### src/rtl/shift_unit_seq.sv
// Multi-cycle 32-bit shifter: one bit position per clock, single-cycle done pulse.
// Optional macro SHIFT_ROT_EN enables rotate-right for op=11; otherwise op=11 leaves the operand unchanged.
module shift_unit_seq (
  input  logic        clk,
  input  logic        reset,
  input  logic        start,
  input  logic [1:0]  op,
  input  logic [4:0]  n,
  input  logic [31:0] data_in,
  output logic [31:0] data_out,
  output logic        busy,
  output logic        done
);

  localparam logic [1:0] S_IDLE  = 2'd0;
  localparam logic [1:0] S_SHIFT = 2'd1;
  localparam logic [1:0] S_DONE  = 2'd2;

  logic [1:0]  state_reg;
  logic [31:0] shreg_reg;
  logic [31:0] shreg_next;
  logic [4:0]  cnt_reg;
  logic [1:0]  op_reg;
  logic        busy_reg;
  logic        done_reg;

  always_comb begin
    shreg_next = shreg_reg;
    case (op_reg)
      2'b00:   shreg_next = {shreg_reg[30:0], 1'b0};
      2'b01:   shreg_next = {1'b0, shreg_reg[31:1]};
      2'b10:   shreg_next = {shreg_reg[31], shreg_reg[31:1]};
      default: begin
`ifdef SHIFT_ROT_EN
        shreg_next = {shreg_reg[0], shreg_reg[31:1]};
`else
        shreg_next = shreg_reg;
`endif
      end
    endcase
  end

  // busy/done are kept as their own flops so every output comes straight from a register.
  always_ff @(posedge clk or negedge reset) begin
    if (!reset) begin
      state_reg <= S_IDLE;
      shreg_reg <= 32'd0;
      cnt_reg   <= 5'd0;
      op_reg    <= 2'b00;
      busy_reg  <= 1'b0;
      done_reg  <= 1'b0;
    end else begin
      case (state_reg)
        S_IDLE: begin
          if (start) begin
            shreg_reg <= data_in;
            cnt_reg   <= n;
            op_reg    <= op;
            busy_reg  <= (n != 5'd0);
            done_reg  <= (n == 5'd0);
            state_reg <= (n == 5'd0) ? S_DONE : S_SHIFT;
          end
        end
        S_SHIFT: begin
          shreg_reg <= shreg_next;
          cnt_reg   <= cnt_reg - 5'd1;
          if (cnt_reg == 5'd1) begin
            busy_reg  <= 1'b0;
            done_reg  <= 1'b1;
            state_reg <= S_DONE;
          end
        end
        S_DONE: begin
          done_reg  <= 1'b0;
          busy_reg  <= 1'b0;
          state_reg <= S_IDLE;
        end
        default: begin
          busy_reg  <= 1'b0;
          done_reg  <= 1'b0;
          state_reg <= S_IDLE;
        end
      endcase
    end
  end

  assign data_out = shreg_reg;
  assign busy     = busy_reg;
  assign done     = done_reg;

endmodule
### config.mk
export PLATFORM = sky130hd
export DESIGN_NAME = shift_unit_seq
export DESIGN_NICKNAME = d
export VERILOG_FILES = /design/src/rtl/shift_unit_seq.sv
export SDC_FILE = /design/constraint.sdc
export NUM_CORES = 1
export LEC_CHECK = 0
export CAP_MARGIN = 20
export CORE_MARGIN = 2
export CORE_UTILIZATION = 41
export DETAILED_ROUTE_END_ITERATION = 16
export PLACE_DENSITY = 0.76
export SLEW_MARGIN = 15
export SYNTH_ARGS = -nofsm -noshare
export SYNTH_HDL_FRONTEND = slang
export SYNTH_SLANG_ARGS = --single-unit
### constraint.sdc
create_clock -name clk -period 1.45 [get_ports clk]
set_input_delay 0.29 -clock clk [delete_from_list [all_inputs] [get_ports clk]]
set_output_delay 0.29 -clock clk [all_outputs]
set_load 0.005 [all_outputs]
==> metrics.md <==
| Metric | Value |
|---|---|
| Die span in y | 78.26 microns |
| Total gr overflow | 0 |
| Syn Inst Count | between 200 and 250 |
| Initial detailed-routing violation count | 323 |
| Post-synthesis mux area share | 0% |
| Synthesized cell area | 2261 sq um |
| Seq pwr share | 20.1% |
| CP Data Required Time | 1.68 ns |
| Vias in the first global route | about 2800 |
| Total power | approximately 11 mW |
| Synth Net Count | about 300 |
| Number of port buffers | 75 |
| Unique masters post-synth | 33 |
| Core ar. | ~5400 sq um |
| Synth Area in Compound Gates | 31.99% |
| CTS max path bufs | 2 |
| Initial DRT Pass Iterations | 5 |
| Crit path DAT | 2.07 ns |
| Logic pwr share | 70.8% |
| DPL Wire Length | roughly 4.3 mm |
| WL final | approximately 9 mm |
| Detail Route Antenna Nets | 0 |
| Slew headroom | about two thirds |
| Simple-gate share of the synthesized area | about an eighth |
| # DRC | 0 |
| Peak VDD IR | approximately 1.7 mV |
| Leakage power | about 1.9 nW |
| Final GP Congestion | 0.8172 |
| Wire length per cell | between 15 and 20 microns |
| First-pass GRT wire length | roughly 13 mm |
| Vias per cell | between 6 and 7 |
| Max reg flops | 32 |
| Largest fanout on the critical path | 8 |
| Post-layout min period | approximately 1.8 ns |
| Internal Power | 5.922 mW |
| Synth Area per Inst | between 9 and 10 sq um |
| RSZ-0062 raised after global routing | true |
| Clock power share | between 9 and 10% |
| Commonest non-fill, non-tap cell in the layout | buf_4 |
| Overall routing resource usage | between 20% and 30% |
| Largest family of logic cells by synthesized area | compound AO/OA/AOI/OAI gates |
| Clk root buf | clkbuf_8 |
| FF-to-FF path depth | 9 |
| Dpl cells | between 300 and 400 |
| Max-cap violations | 0 |
| Worst-Skew Late Latency | roughly 0.3 ns |
| DR vias | 2813 |
| Xor and xnor area share after synthesis | 0% |
| Final hold vios | 0 |
| Io pins | 76 |
| Sw frac | between 40 and 50% |
| CTS tree | yes |
| Starting density of the core | between 40% and 50% |
| Ys Warns | 0 |
| Adder-cell share of the synthesized area | 3.320% |
| Status | finished, violations left |
| Antenna Cells | 0 |
| Area growth syn-to-layout | 76.48% |
| Initial antenna violation count | 0 |
| Skew final | between 0.01 and 0.015 ns |
| FP Rows | 27 |
| Register bit count reported by yosys | just over 40 |
| Worst-Margin Slew | around 0.48 ns |
| Startpoint Class | flip-flop |
| Setup violators final | 32 |
| Post-layout nets | around 430 |
| CTS clk-pin slew, worst paths | ~0.080 ns |
| Largest net degree at the start of global routing | 42 |
| H-tree depth | 2 |
| Pwr dens | between 2000 and 3000 nW/um^2 |
| Slew Viols, Final | 0 |
| Max Fclk | roughly 540 MHz |
| Clk sinks | 41 |
| Fill cells | about 370 |
| Fin cells | ~460 |
| Sw Pwr | just under 5 mW |
| Sequential area share after synthesis | 45.38% |
| Die width | a little under 80 microns |
| Critical setup path kind | flip-flop to flip-flop |
| Final Cycle Share | 126.9% |
| Failing checks | setup timing |
| Worst Slack Setup Final | -0.3898 ns |
| Most frequent cells in the layout | 61 x buf_4, 39 x dfrtp_1, 39 x clkdlybuf4s50_1 |
| CTS buffer count | 5 |
| Crit end category | flip-flop |
| HP Class | input port to async pin |
| Layout cells sized above 1 | about 36% |
| Die area | between 6000 and 7000 sq um |
## worst max-delay path, cell delays in order (launching register included)
cell and delay [ns]:
dfrtp_1 0.41, buf_6 0.13, ha_4 0.15, buf_6 0.11
nor4b_4 0.30, buf_4 0.19, buf_6 0.10, or3_4 0.20
nand2_1 0.08, o21ai_1 0.09
## through the flow
stage	hold slack [ns]	setup WS, ns	area [sq um]	utilization (%)	TNS [ns]
after CTS	0.4936	-0.2871	3779	69.91	-8.424
after global placement	0.2766	-0.5933	3207	59.33	-18.44
final	0.4847	-0.3898	3990	73.82	-10.22
after floorplan	-0.005591	-0.01042	2263	-	-0.3109
after global routing	0.5040	-0.4380	3990	73.82	-11.70
after detailed placement	0.2779	-0.6331	3207	59.33	-19.64
## repair_timing
action                                  in CTS  in global routing
buffers inserted                            39                  5
hold buffers                                 1                  0
gates resized for setup                     48                 52
endpoints found under the setup margin      65                 51
gates cloned                                 6                  1
hold endpoints to repair                    41                  0
pin swaps                                   37                  9
## cell families (layout without fill, tap and decap cells)
group | after synthesis | in the layout
compound gates | 113 | 113
simple gates | 59 | 63
flops | 41 | 41
buf+inv | 28 | 164
fa+ha+maj | 6 | 6
## area by class of cell
type                       instances  area [sq um]  area share (%)
clock buffer                       7         86.33           2.164
clock inverter                     1         30.03          0.7526
inverter                           7         26.28          0.6585
multi-input combinational        182          1311           32.86
sequential                        41          1028           25.78
tap                               72         90.09           2.258
timing repair buffer             149          1418           35.53
## synth_stat cells (all sizes together)
cell     count  area, sq um
o21ai       63        315.3
dfrtp       41         1026
nand2       33        123.9
a221oi      30        262.8
nor2        15        56.30
buf         13        98.84
clkbuf       8        31.28
inv          7        26.27
ha           6        75.07
a31oi        4        25.02
o22a         4        35.03
a21oi        3        15.01
nor3         3        26.28
nand2b       2        12.51
o21a         2        15.01
o22ai        2        12.51
a32oi        1        8.760
and3         1        6.260
nand3        1        5.000
nor3b        1        7.510
nor4b        1        23.77
o2111ai      1        8.760
o31a         1        8.760
o31ai        1        7.510
o32ai        1        8.760
or3          1        11.26
or4          1        7.510
## routing by layer
| layer | part of all wire, % | vias to the layer above | GRT usage (%) |
|---|---|---|---|
| li1 | - | 1213 | - |
| met1 | 38 | 1360 | 35.80 |
| met2 | 49 | 208 | 45.60 |
| met3 | 9.4 | 32 | 5.517 |
| met4 | 3.7 | 0 | 14.91 |
| met5 | 0 | - | 0 |
## power by group through the flow
stage                     Combinational [mW]  Sequential, mW  Clock, mW
after global placement                  4.85            2.38          0
after global routing                    8.11            2.21       1.02
after detailed placement                5.02            2.38          0
after CTS                               6.70            2.13      0.971
final                                   7.59            2.16      0.977
after floorplan                         3.03            2.28          0
## worst paths after layout
path / from / to / slack (ns)
setup / recovery: op_reg[0] / data_out[27] / -0.39
hold / removal: reset / cnt_reg[0] / 0.48
setup reg to reg: op_reg[0] / data_out[27] / -0.39
hold reg to reg: cnt_reg[4] / cnt_reg[4] / 0.50
max in group asynchronous: reset / done / 0.74
min in group clk: n[3] / cnt_reg[3] / 0.49
No activity file was read; power rests on OpenSTA's default activity.
